[src/rtl/uart_pkg.sv]
// Shared UART definitions: parity codes, transmitter state encoding, baud helpers.
// No logic of its own; constants and constant functions only.
// BRK/MARK states exist only when UART_TX_BREAK_EN is defined.
package uart_pkg;

  localparam int PARITY_NONE = 0;
  localparam int PARITY_ODD  = 1;
  localparam int PARITY_EVEN = 2;

  typedef enum logic [2:0] {
    ST_IDLE   = 3'd0,
    ST_START  = 3'd1,
    ST_DATA   = 3'd2,
    ST_PARITY = 3'd3,
    ST_STOP   = 3'd4
`ifdef UART_TX_BREAK_EN
    ,
    ST_BRK    = 3'd5,
    ST_MARK   = 3'd6
`endif
  } tx_state_t;

  // Clocks per bit; integer division, remainder is simply dropped.
  function automatic int calc_bps_div(input longint clk_freq, input longint baud);
    return int'(clk_freq / baud);
  endfunction

  // Width of a counter that runs 0..div-1 (never narrower than one bit).
  function automatic int cnt_width(input int div);
    return (div <= 2) ? 1 : $clog2(div);
  endfunction

endpackage

[src/rtl/uart_baud_tick.sv]
// Bit-time divider: counts DIV clocks while enabled and flags the last clock of each bit.
// Latency: bit_end is combinational from the count; DIV clocks between flags.
// No backpressure; clear forces the count back to zero (used while the line is idle).
module uart_baud_tick
  import uart_pkg::*;
#(
  parameter int DIV = 25
) (
  input  logic clk,
  input  logic rst,
  input  logic clear,
  input  logic enable,
  output logic bit_end
);

  localparam int            CW   = cnt_width(DIV);
  localparam logic [CW-1:0] LAST = CW'(DIV - 1);

  logic [CW-1:0] cnt;

  // Free-running bit-time counter, wraps at the end of every bit.
  always_ff @(posedge clk) begin
    if (!rst) begin
      cnt <= '0;
    end else if (clear) begin
      cnt <= '0;
    end else if (enable) begin
      if (cnt == LAST) cnt <= '0;
      else             cnt <= cnt + CW'(1);
    end
  end

  assign bit_end = enable && (cnt == LAST);

endmodule

[src/rtl/uart_tx_frame.sv]
// Parametrised UART transmitter (start, DATA_BITS LSB first, optional parity, 1-2 stops); optional line break via UART_TX_BREAK_EN.
// Latency: line goes low the cycle after acceptance; tx_done pulses the cycle after the last stop bit ends.
// Backpressure: tx_ready only in IDLE or the final stop-bit clock; tx_valid is ignored otherwise.
module uart_tx_frame
  import uart_pkg::*;
#(
  parameter int CLK_FREQ  = 25000000,
  parameter int BAUD      = 1000000,
  parameter int DATA_BITS = 8,
  parameter int PARITY    = 0,
  parameter int STOP_BITS = 1
) (
  input  logic                 clk,
  input  logic                 rst,
  input  logic                 tx_valid,
  input  logic [DATA_BITS-1:0] tx_data,
`ifdef UART_TX_BREAK_EN
  input  logic                 tx_break,
`endif
  output logic                 tx_ready,
  output logic                 sci_tx,
  output logic                 tx_done,
  output logic                 tx_busy
);

  localparam int BPS_DIV = calc_bps_div(CLK_FREQ, BAUD);
  localparam int IDX_W   = $clog2(DATA_BITS + 1);

  localparam logic [IDX_W-1:0] IDX_LAST  = IDX_W'(DATA_BITS - 1);
  localparam logic             STOP_LAST = (STOP_BITS == 2);

  // Illegal configurations stop elaboration outright.
  if (BPS_DIV < 2) begin : g_bad_div
    $fatal(1, "uart_tx_frame: CLK_FREQ/BAUD must be at least 2");
  end
  if (DATA_BITS < 5 || DATA_BITS > 9) begin : g_bad_bits
    $fatal(1, "uart_tx_frame: DATA_BITS must be 5..9");
  end
  if (PARITY < 0 || PARITY > 2) begin : g_bad_par
    $fatal(1, "uart_tx_frame: PARITY must be 0..2");
  end
  if (STOP_BITS < 1 || STOP_BITS > 2) begin : g_bad_stop
    $fatal(1, "uart_tx_frame: STOP_BITS must be 1 or 2");
  end

  tx_state_t            state;
  logic [DATA_BITS-1:0] shreg;
  logic                 par_bit;
  logic [IDX_W-1:0]     bit_idx;
  logic                 stop_idx;
  logic                 bit_end;
  logic                 tick_clear;
  logic                 last_stop;
  logic                 brk_req;
  logic                 accept;

`ifdef UART_TX_BREAK_EN
  assign brk_req    = tx_break;
  assign tick_clear = (state == ST_IDLE) || (state == ST_BRK);
`else
  assign brk_req    = 1'b0;
  assign tick_clear = (state == ST_IDLE);
`endif

  uart_baud_tick #(.DIV(BPS_DIV)) u_tick (
    .clk     (clk),
    .rst     (rst),
    .clear   (tick_clear),
    .enable  (!tick_clear),
    .bit_end (bit_end)
  );

  // The final stop-bit clock doubles as an acceptance slot so frames can run gapless.
  assign last_stop = (state == ST_STOP) && bit_end && (stop_idx == STOP_LAST);
  assign tx_ready  = ((state == ST_IDLE) && !brk_req) || last_stop;
  assign accept    = tx_valid && tx_ready;
  assign tx_busy   = (state != ST_IDLE);

  // Frame sequencer; sci_tx is loaded with the level of the bit being entered.
  always_ff @(posedge clk) begin
    if (!rst) begin
      state    <= ST_IDLE;
      sci_tx   <= 1'b1;
      tx_done  <= 1'b0;
      shreg    <= '0;
      par_bit  <= 1'b0;
      bit_idx  <= '0;
      stop_idx <= 1'b0;
    end else begin
      tx_done <= 1'b0;
      if (accept) begin
        // Acceptance in STOP closes the previous frame in the same clock.
        tx_done  <= (state == ST_STOP);
        shreg    <= tx_data;
        par_bit  <= (PARITY == PARITY_ODD) ? ~(^tx_data) : (^tx_data);
        bit_idx  <= '0;
        stop_idx <= 1'b0;
        state    <= ST_START;
        sci_tx   <= 1'b0;
      end else begin
        case (state)
          ST_IDLE: begin
`ifdef UART_TX_BREAK_EN
            if (tx_break) begin
              state  <= ST_BRK;
              sci_tx <= 1'b0;
            end
`endif
          end
          ST_START: begin
            if (bit_end) begin
              state   <= ST_DATA;
              sci_tx  <= shreg[0];
              bit_idx <= '0;
            end
          end
          ST_DATA: begin
            if (bit_end) begin
              if (bit_idx == IDX_LAST) begin
                if (PARITY != PARITY_NONE) begin
                  state  <= ST_PARITY;
                  sci_tx <= par_bit;
                end else begin
                  state    <= ST_STOP;
                  sci_tx   <= 1'b1;
                  stop_idx <= 1'b0;
                end
              end else begin
                shreg   <= shreg >> 1;
                sci_tx  <= shreg[1];
                bit_idx <= bit_idx + IDX_W'(1);
              end
            end
          end
          ST_PARITY: begin
            if (bit_end) begin
              state    <= ST_STOP;
              sci_tx   <= 1'b1;
              stop_idx <= 1'b0;
            end
          end
          ST_STOP: begin
            if (bit_end) begin
              if (stop_idx == STOP_LAST) begin
                tx_done <= 1'b1;
                state   <= ST_IDLE;
                sci_tx  <= 1'b1;
              end else begin
                stop_idx <= 1'b1;
              end
            end
          end
`ifdef UART_TX_BREAK_EN
          ST_BRK: begin
            // Hold the line low until break is released, then one bit of mark.
            if (!tx_break) begin
              state  <= ST_MARK;
              sci_tx <= 1'b1;
            end
          end
          ST_MARK: begin
            if (bit_end) begin
              state <= ST_IDLE;
            end
          end
`endif
          default: begin
            state  <= ST_IDLE;
            sci_tx <= 1'b1;
          end
        endcase
      end
    end
  end

endmodule

[config.mk]
export PLATFORM = sky130hd
export DESIGN_NAME = uart_tx_frame
export DESIGN_NICKNAME = d
export VERILOG_FILES = /design/src/rtl/uart_pkg.sv /design/src/rtl/uart_baud_tick.sv /design/src/rtl/uart_tx_frame.sv
export SDC_FILE = /design/constraint.sdc
export NUM_CORES = 1
export LEC_CHECK = 0
export CAP_MARGIN = 20
export CORE_MARGIN = 1
export CORE_UTILIZATION = 30
export CTS_CLUSTER_DIAMETER = 50
export DETAILED_ROUTE_END_ITERATION = 10
export HOLD_SLACK_MARGIN = 0.12
export PLACE_DENSITY_LB_ADDON = 0.2
export SKIP_CTS_REPAIR_TIMING = 1
export SLEW_MARGIN = 20
export SYNTH_ARGS = -nofsm -noshare
export SYNTH_HDL_FRONTEND = slang
export SYNTH_SLANG_ARGS = --single-unit
[constraint.sdc]
create_clock -name clk -period 1.6 [get_ports clk]
set_input_delay 0.32 -clock clk [delete_from_list [all_inputs] [get_ports clk]]
set_output_delay 0.32 -clock clk [all_outputs]
set_load 0.1 [all_outputs]
# After elaboration in Yosys (flattened, before gate mapping)
# Index checks and enable logic that the tools add are counted.
word_totals:
  ff_bits: 23
  in_bits: 11
  output_inout_bits: 4
  wordCells: 88
classes:
  add_sub_neg: 2
  n_eq_ne: 21
  mux: 34
  bitwise_logic: 3
  reduce_logical: 20
op_table:
  columns: ["cell", "count"]
  rows:
  - ["8-bit 2-to-1 mux", 4]
  - ["3-bit 2-to-1 mux", 6]
  - ["3-bit != test, second input constant", 6]
  - ["1-bit 2-to-1 mux", 17]
  - ["2-bit != test, second input constant", 8]
  - ["3-bit one-hot mux with 5 select lines", 1]
  - ["7-bit AND reduction", 2]
  - ["4-bit 2-to-1 mux", 3]
  - ["4-bit one-hot mux with 2 select lines", 1]
  - ["3-bit by 2-bit == test with 1-bit output, second input constant", 2]
  - ["6-bit AND reduction", 1]
  - ["2-bit nonzero test", 3]
  - ["3-bit nonzero test", 2]
  - ["5-bit by 1-bit adder with 5-bit output, second input constant", 1]
  - ["5-bit == test, second input constant", 1]
  - ["1-bit one-hot mux with 5 select lines", 1]
  - ["5-bit AND reduction", 1]
  - ["4-bit by 1-bit adder with 4-bit output, second input constant", 1]
  - ["4-bit by 3-bit == test with 1-bit output, second input constant", 1]
  - ["1-bit logical AND", 4]
  - ["4-bit AND reduction", 1]
  - ["3-bit by 1-bit == test with 1-bit output, second input constant", 1]
  - ["3-bit == test, second input constant", 1]
  - ["3-bit zero test", 1]
  - ["8 further kinds", 10]

# Depth between registers and ports, before layout
# Gate-level depths: netlist of the first run.
depth:
  ltp_word: 9
  mapped_depth: 7
  ltp_nobuf: 6

# Cells and area by module
# From an unflattened synthesis of the first run, not the netlist that was laid out.
unflattened:
  cells_unflattened: 127
  hier_area_um2: 1131.1
by_module_without_submodules:
  columns: ["mod", "instances", "cells_each", "area_each_um2", "seq_area_each_um2"]
  rows:
  - ["uart_tx_frame", 1, 97, 855.8, 340.3]
  - ["uart_baud_tick", 1, 30, 275.3, 100.1]

# Worst setup path after synthesis of the first run
# OpenSTA, ideal clock, no wires.
synth_path:
  kind: "reg-to-output"
  start: "register u_tick.cnt[0]"
  end: "output port tx_ready"
  arrival_ns: 3.162
  required_time_ns: 1.280
  setup_slack_ns: -1.882
  stages_incl_launch_ff: 6
  n_path_buf: 1
  path_cell_list: "dfxtp_1 > inv_1 > ha_1 > nand4b_4 > buf_2 > a211oi_1"
synth_between:
  elab_chain_cells: 5
synth_rtl:
  columns: ["item", "line", "text"]
  rows:
  - ["from (decl)", "uart_baud_tick.sv:19", "logic [CW-1:0] cnt;"]
  - ["from (signal assigned)", "uart_baud_tick.sv:29", "else cnt <= cnt + CW'(1);"]
  - ["5-bit == test", "uart_baud_tick.sv:33", "assign bit_end = enable && (cnt == LAST);"]
  - ["1-bit logical AND", "uart_baud_tick.sv:33", null]
  - ["1-bit logical AND (2 in a row)", "uart_tx_frame.sv:74", "assign last_stop = (state == ST_STOP) && bit_end && (stop_idx == STOP_LAST);"]
  - ["1-bit logical OR", "uart_tx_frame.sv:75", "assign tx_ready = ((state == ST_IDLE) && !brk_req) || last_stop;"]
  - ["to (decl)", "uart_tx_frame.sv:20", "output logic tx_ready,"]
# Every way passes these cells.

# Final worst setup path of the first run
layout_path:
  start: "register u_tick.cnt[1]"
  end: "output port tx_ready"
# The elaborated chain is that of the path after synthesis.

==> summary.md, run 1 <==
| Metric | Value |
|---|---|
| Post-synth ARST share | 0% |
| Commonest non-fill, non-tap cell in the layout | buf_4 |
| Worst Hold Class | reg2reg |
| Max VDD drop | 0.000442 V |
| Core Region | 3390 um2 |
| Required time of the worst setup path | 1280 ps |
| Power, Total | 1.26 mW |
| Vias in the first global route | 976 |
| Die width | 61.9 um |
| WL final | 2680 um |
| Worst setup startpoint | u_tick.cnt[1] |
| Mean post-synth cell area | 8.83 um2 |
| Cell taking the most area after synthesis | dfxtp_1 |
| Reg2reg end | shreg[0] |
| Commonest cells after routing, fill and taps aside | buf_4, dfxtp_1, nor2_1 |
| Max Slew Vio Count | 0 |
| CTS max path bufs | 2 |
| Setup Skew | 3.37 ps |
| Static Leak | 0.613 nW |
| Setup Viol. Count Final | 14 |
| DP Wirelength | 1890 um |
| Port Buffers | 14 |
| Power per cell area | 749 nW/um2 |
| Final ANT Viol Nets | 0 |
| Final worst slack | -290 ps |
| Number of enable flip-flop cells after synthesis | 0 |
| Flip-flop and latch count after synthesis | 22 |
| Rel. slew slack | 48.8% |
| H-tree depth | 1 |
| Area Overhead vs Synth | 56.0% |
| Share of post-route cells with drive strength above 1 | 37.1% |
| DR DRC count | 0 |
| Crit end category | output port |
| DRT Pass-1 Iters | 4 |
| Final #Nets | 182 |
| Worst R2R Setup Slack | -210 ps |
| Gr ovfl total | 0 |
| Fmax | 529 MHz |
| Die ar. | 3830 um2 |
| Post-synth net total | 136 |
| Post-synthesis sequential area ratio | 40.9% |
| Row count | 21 |
| GPL Wtd Cong | 0.790 |
| Top_reg_cell synth | dfxtp_1 |
| Synth unique cells | 37 |
| Critical Path Sink | tx_ready |
| Starting Density | 31.8% |
| # IOs | 15 |
| CP Data Arrival Time | 1570 ps |
| TritonCTS clock tree | yes |
| CTS sink cnt | 22 |
| Layout fillers | 315 |
| Worst setup SP type | register |
| Crit Path Class | reg2out |
| Largest net degree at the start of global routing | 14 |
| Die Ht | 61.9 um |
| Fin Hold WS | 481 ps |
| Number of diodes | 0 |
| R2R depth | 8 |
| Routed via count | 1050 |
| Status | finished, violations left |
| Yosys top cell area share | 40.9% |
| Crit path max fanout | 7 |
| Worst r2r src | u_tick.cnt[1] |
| CTS clk-pin slew, worst paths | 130 ps |
| Final period util | 118% |
| Global-route wire length before repair | 4080 um |
| Root Buffer | clkbuf_4 |
| Synth Instances | 122 |
| DR WL/cell | 12.6 um |
| Unrepaired setup endpoints after global routing | true |
| Final Hold Vio Count | 0 |
| Synth top area cells | dfxtp_1, xnor2_1, nor2_1, a22oi_1, ha_1 |
| CTS Buf Count | 3 |
| Iteration-0 DRC Markers | 55 |
| Maxcap violations | 0 |
| Initial antenna violation count | 0 |
| Util after Layout | 49.6% |
| Cell Area, Synth | 1080 um2 |
| Clk_lat worst skew | 320 ps |
| GRT Util Overall | 14.6% |
| Synth warnings | 0 |
| Violated checks | setup timing |
| Vias per inst | 4.93 |
| Worst-margin pin slew | 758 ps |
| Tmin final | 1890 ps |
## layout make-up
type / instances / area, um2 / share of cell area (%)
well taps: 46 / 57.6 / 3.43
flip-flops and latches: 22 / 454 / 27.0
repair buffers: 47 / 435 / 25.9
clock buffers: 3 / 22.5 / 1.34
clock inverters: 1 / 30.0 / 1.79
multi-input cells: 89 / 662 / 39.4
inverters: 5 / 18.8 / 1.12
## cell families (layout without fill, tap and decap cells)
family                     Yosys count  count (layout)  share of synthesized area [%]
adders and majority gates            3               3                           3.48
xor gates and xnor gates             7               7                           5.69
and+or+nand+nor                     49              49                           27.6
AOI/OAI and AO/OA                   28              28                           16.1
DFF                                 22              22                           40.9
buffers and inverters               11              56                           4.30
muxes                                2               2                           1.86
## cells in the mapped netlist, types with 4 or more instances
cell type / n
a21oi_1: 6
a22oi_1: 5
buf_2: 4
dfxtp_1: 22
inv_1: 5
nand2_1: 9
nand3_1: 5
nor2_1: 11
nor4_1: 4
o21ai_0: 6
o22ai_1: 5
xnor2_1: 5
## metrics by stage
stage                     cell area [um2]  setup WS (ps)  setup TNS (ps)  cells
after global routing                 1680           -332           -3140    213
after detailed placement             1520           -214           -2500    202
final                                1680           -290           -1950    213
after global placement               1520           -158           -1700    202
after floorplan                      1120           -404            -508    122
after CTS                            1570           -322           -1320    206
## power breakdown
| group | switching (mW) | internal, mW | total, mW |
|---|---|---|---|
| clock network | 0.180 | 0.253 | 0.433 |
| logic | 0.130 | 0.108 | 0.238 |
| registers | 0.0199 | 0.568 | 0.588 |
| total | 0.330 | 0.929 | 1.26 |
## per-layer routing
| metal | share of wire (%) | track usage [%] | wire length (um) | up-vias |
|---|---|---|---|---|
| met4 | 1.2 | 5.71 | 31 | 0 |
| met5 | 0 | 0 | 0 | - |
| li1 | - | - | - | 531 |
| met2 | 49 | 24.9 | 1310 | 21 |
| met3 | 3.9 | 2.07 | 105 | 4 |
| met1 | 46 | 18.7 | 1230 | 494 |
## critical path, cell delays in order (launching register included)
cell	delay, ps
dfxtp_2	340
inv_2	60
ha_4	150
nand4b_4	180
a211oi_4	320
buf_12	210
## sequential cells by signal, indices dropped and copies added (netlist names)
name / count
bit_idx: 4
sci_tx: 1
shreg: 8
state: 3
tx_done: 1
u_tick.cnt: 5
## worst min path at each step
stage / start / end / cells past startpoint
after floorplan: u_tick.cnt[0] / u_tick.cnt[0] / 1
after global placement: shreg[7] / shreg[7] / 2
after detailed placement: shreg[4] / shreg[4] / 2
after CTS: shreg[7] / shreg[7] / 2
after global routing: shreg[3] / shreg[3] / 2
final: shreg[3] / shreg[3] / 2
Note: power is estimated with default switching activity, not from simulation.
==> inputs of run 2 (changes only) <==
--- a/config.mk
+++ b/config.mk
@@ -16,4 +16,5 @@
 export SLEW_MARGIN = 20
 export SYNTH_ARGS = -nofsm -noshare
 export SYNTH_HDL_FRONTEND = slang
+export SYNTH_HIERARCHICAL = 1
 export SYNTH_SLANG_ARGS = --single-unit
==> run 2 against run 1 <==
Maximum frequency grew 1.3%. Via count shrank 4.2%. Total power shrank 2.3%. Die area grew 4.8%. Sequential power is essentially flat. Register-to-register slack lost 30 ps. Synthesized area grew 5.0%. Clock-buffer cell count grew 1. Highest routed layer unchanged. The flow still finishes with violations (setup timing). Critical path depth grew 2. Core utilization grew 0.24 points. Global-route usage shrank 1.7 points.
==> summary.md, run 2 <==
| Metric | Value |
|---|---|
| Top reg by flops | shreg |
| GRT Util Overall | 12.9% |
| Unrepaired setup endpoints after global routing | true |
| CTS clk-pin slew, worst paths | 80 ps |
| Share of post-route cells with drive strength above 1 | 39.5% |
| Max Slew Vio Count | 0 |
| Routed via count | 1006 |
| Maxcap violations | 0 |
| Status | finished, violations left |
| Yosys top cell area share | 38.9% |
| Count leader, synth | dfxtp_1 |
| Cell Area, Synth | 1130 um2 |
| Top Registers | shreg (8), u_tick/cnt (5), bit_idx (4) |
| H-tree depth | 1 |
| Post-synth net total | 141 |
| Commonest cells post-synth | dfxtp_1, nor2_1, a21oi_1, o21ai_0, mux2i_1 |
| CP Data Arrival Time | 1550 ps |
| Min-Delay Path Depth | 2 |
| Top_reg_cell synth | dfxtp_1 |
| Worst setup startpoint | u_tick/cnt[1] |
| Initial antenna violation count | 0 |
| Global-route wire length before repair | 4150 um |
| Rel. slew slack | 75.4% |
| Cell Chain, Critical Path | inv_2 > ha_4 > nand4_1 > nor2_4 > nor2b_4 > nor3_4 > buf_12 |
| Final period util | 117% |
| DR DRC count | 0 |
| Final Hold Vio Count | 0 |
| Synth unique cells | 36 |
| Vias in the first global route | 937 |
| Area Overhead vs Synth | 52.8% |
| Synth top area cells | dfxtp_1, mux2i_1, a21oi_1, o21ai_0, nor2_1 |
| Flip-flop and latch count after synthesis | 22 |
| Commonest cells after routing, fill and taps aside | dfxtp_1, buf_4, nor2_1 |
| Cell taking the most area after synthesis | dfxtp_1 |
| WL final | 2630 um |
| Gr ovfl total | 0 |
| Comb pwr share | 20.2% |
| TritonCTS clock tree | yes |
| # IOs | 15 |
| Static Leak | 0.682 nW |
| Core Region | 3470 um2 |
| Die width | 63.4 um |
| Clk_lat worst skew | 260 ps |
| Synth warnings | 6 |
| R2R depth | 9 |
| Critical Path Sink | tx_ready |
| Crit Path Class | reg2out |
| Die Ht | 63.4 um |
| Row count | 21 |
| Starting Density | 32.6% |
| Post-synthesis sequential area ratio | 38.9% |
| Final instance area | 1730 um2 |
| Synth Instances | 127 |
| Vias per inst | 4.84 |
| Multi-input combinational cell area | 753 um2 |
| Placed cell count | 200 |
| Placement Cell Area | 1500 um2 |
| GPL Wtd Cong | 0.796 |
| Number of enable flip-flop cells after synthesis | 0 |
| Clock power share | 32.1% |
| Final #Nets | 177 |
| Layout fillers | 332 |
| Max FFs per register | 8 |
| Power per cell area | 712 nW/um2 |
| Violated checks | setup timing |
| Crit end category | output port |
| DP Wirelength | 1860 um |
| Root Buffer | clkbuf_8 |
| Int Pwr | 908 uW |
| Tmin final | 1870 ps |
| Final worst slack | -265 ps |
| Levels on crit path | 7 |
| Setup Skew | 4.69 ps |
| Setup Viol. Count Final | 17 |
| Post-synth ARST share | 0% |
| CP max stage cell | dfxtp_2 |
| Largest net degree at the start of global routing | 14 |
| Fmax | 536 MHz |
| Number of diodes | 0 |
| Register area | 447 um2 |
| Max VDD drop | 0.000379 V |
| Mean post-synth cell area | 8.91 um2 |
| Sw frac | 26.2% |
| Die ar. | 4020 um2 |
| Worst r2r src | u_tick/cnt[1] |
| Switching power | 323 uW |
| CTS Buf Count | 3 |
| Crit-path leading delay family | simple AND/OR/NAND/NOR gates |
| Crit path buf inv count | 2 |
| Final ANT Viol Nets | 0 |
| Worst Hold Class | reg2reg |
| CTS max path bufs | 2 |
| Port Buffers | 14 |
| Worst setup SP type | register |
| Reg power frac | 47.7% |
| DRT Pass-1 Iters | 4 |
| Crit path max fanout | 4 |
| Max stage delay on crit path | 330 ps |
| Reg2reg end | shreg[5] |
| Worst R2R Setup Slack | -240 ps |
| Non-filler cells, final | 208 |
| Iteration-0 DRC Markers | 29 |
| DR WL/cell | 12.7 um |
| CTS sink cnt | 22 |
| Required time of the worst setup path | 1280 ps |
| Worst-margin pin slew | 365 ps |
[run 2: changes by cell type after synthesis, sizes merged, moves of 4 or more]
cell / change
mux2i: +6
a22oi: -5
nand2: -5
o22ai: -5
a21oi: +4
nor4: -4
[run 2: cells by family (layout without fill, tap and decap cells)]
group	count (synthesis)	count (layout)	share of synthesized area, %
muxes	9	9	8.08
buffers and inverters	12	47	5.86
AOI/OAI and AO/OA	29	29	15.4
adders and majority gates	3	3	3.32
and+or+nand+nor	46	46	23.8
xor gates and xnor gates	6	6	4.65
DFF	22	22	38.9
[run 2: layout make-up]
class	instances	area share, %
Multi-Input combinational cell	93	43.6
Sequential cell	22	25.9
Timing Repair Buffer	39	23.0
Tap cell	46	3.33
Clock buffer	4	3.19
Inverter	4	1.01
[run 2: worst min-delay path by stage]
stage                     from    endpoint  slack (ps)
finish              bit_idx[1]  bit_idx[1]         510
detailed placement  bit_idx[1]  bit_idx[1]         490
global route        bit_idx[1]  bit_idx[1]         540
global placement    bit_idx[1]  bit_idx[1]         470
CTS                 bit_idx[1]  bit_idx[1]         510
floorplan           bit_idx[1]  bit_idx[1]         460
[run 2: routing by layer]
metal  GRT usage [%]  up-vias  wire, um
li1                -      520         -
met1            18.0      472      1320
met2            19.7       12      1220
met3            2.17        2        59
met4            5.11        0        25
met5               0        -         0
[run 2: power groups by stage]
stage,Combinational [mW],Clock (mW),Sequential [mW]
after floorplan,0.118,0,0.611
after global placement,0.220,0,0.597
after detailed placement,0.223,0,0.597
after CTS,0.223,0.407,0.584
after global routing,0.267,0.429,0.591
final,0.249,0.395,0.588
[run 2: metrics by stage]
step	hold slack, ps	utilization (%)	total power, mW	worst slack (ps)	setup TNS (ps)
global route	537	49.8	1.29	-368	-4040
global placement	473	43.3	0.817	-258	-3090
finish	514	49.8	1.23	-265	-2270
CTS	506	44.9	1.21	-502	-4690
detailed placement	494	43.3	0.820	-361	-4040
floorplan	455	-	0.729	-1010	-8890
[run 2: worst register-to-register path, delay by kind of cell (launching register included)]
family	cells	cell delay, ps
simple gates	4	810
flops	1	330
mux	1	210
buf+inv	2	180
fa+ha+maj	1	130
compound gates	1	90
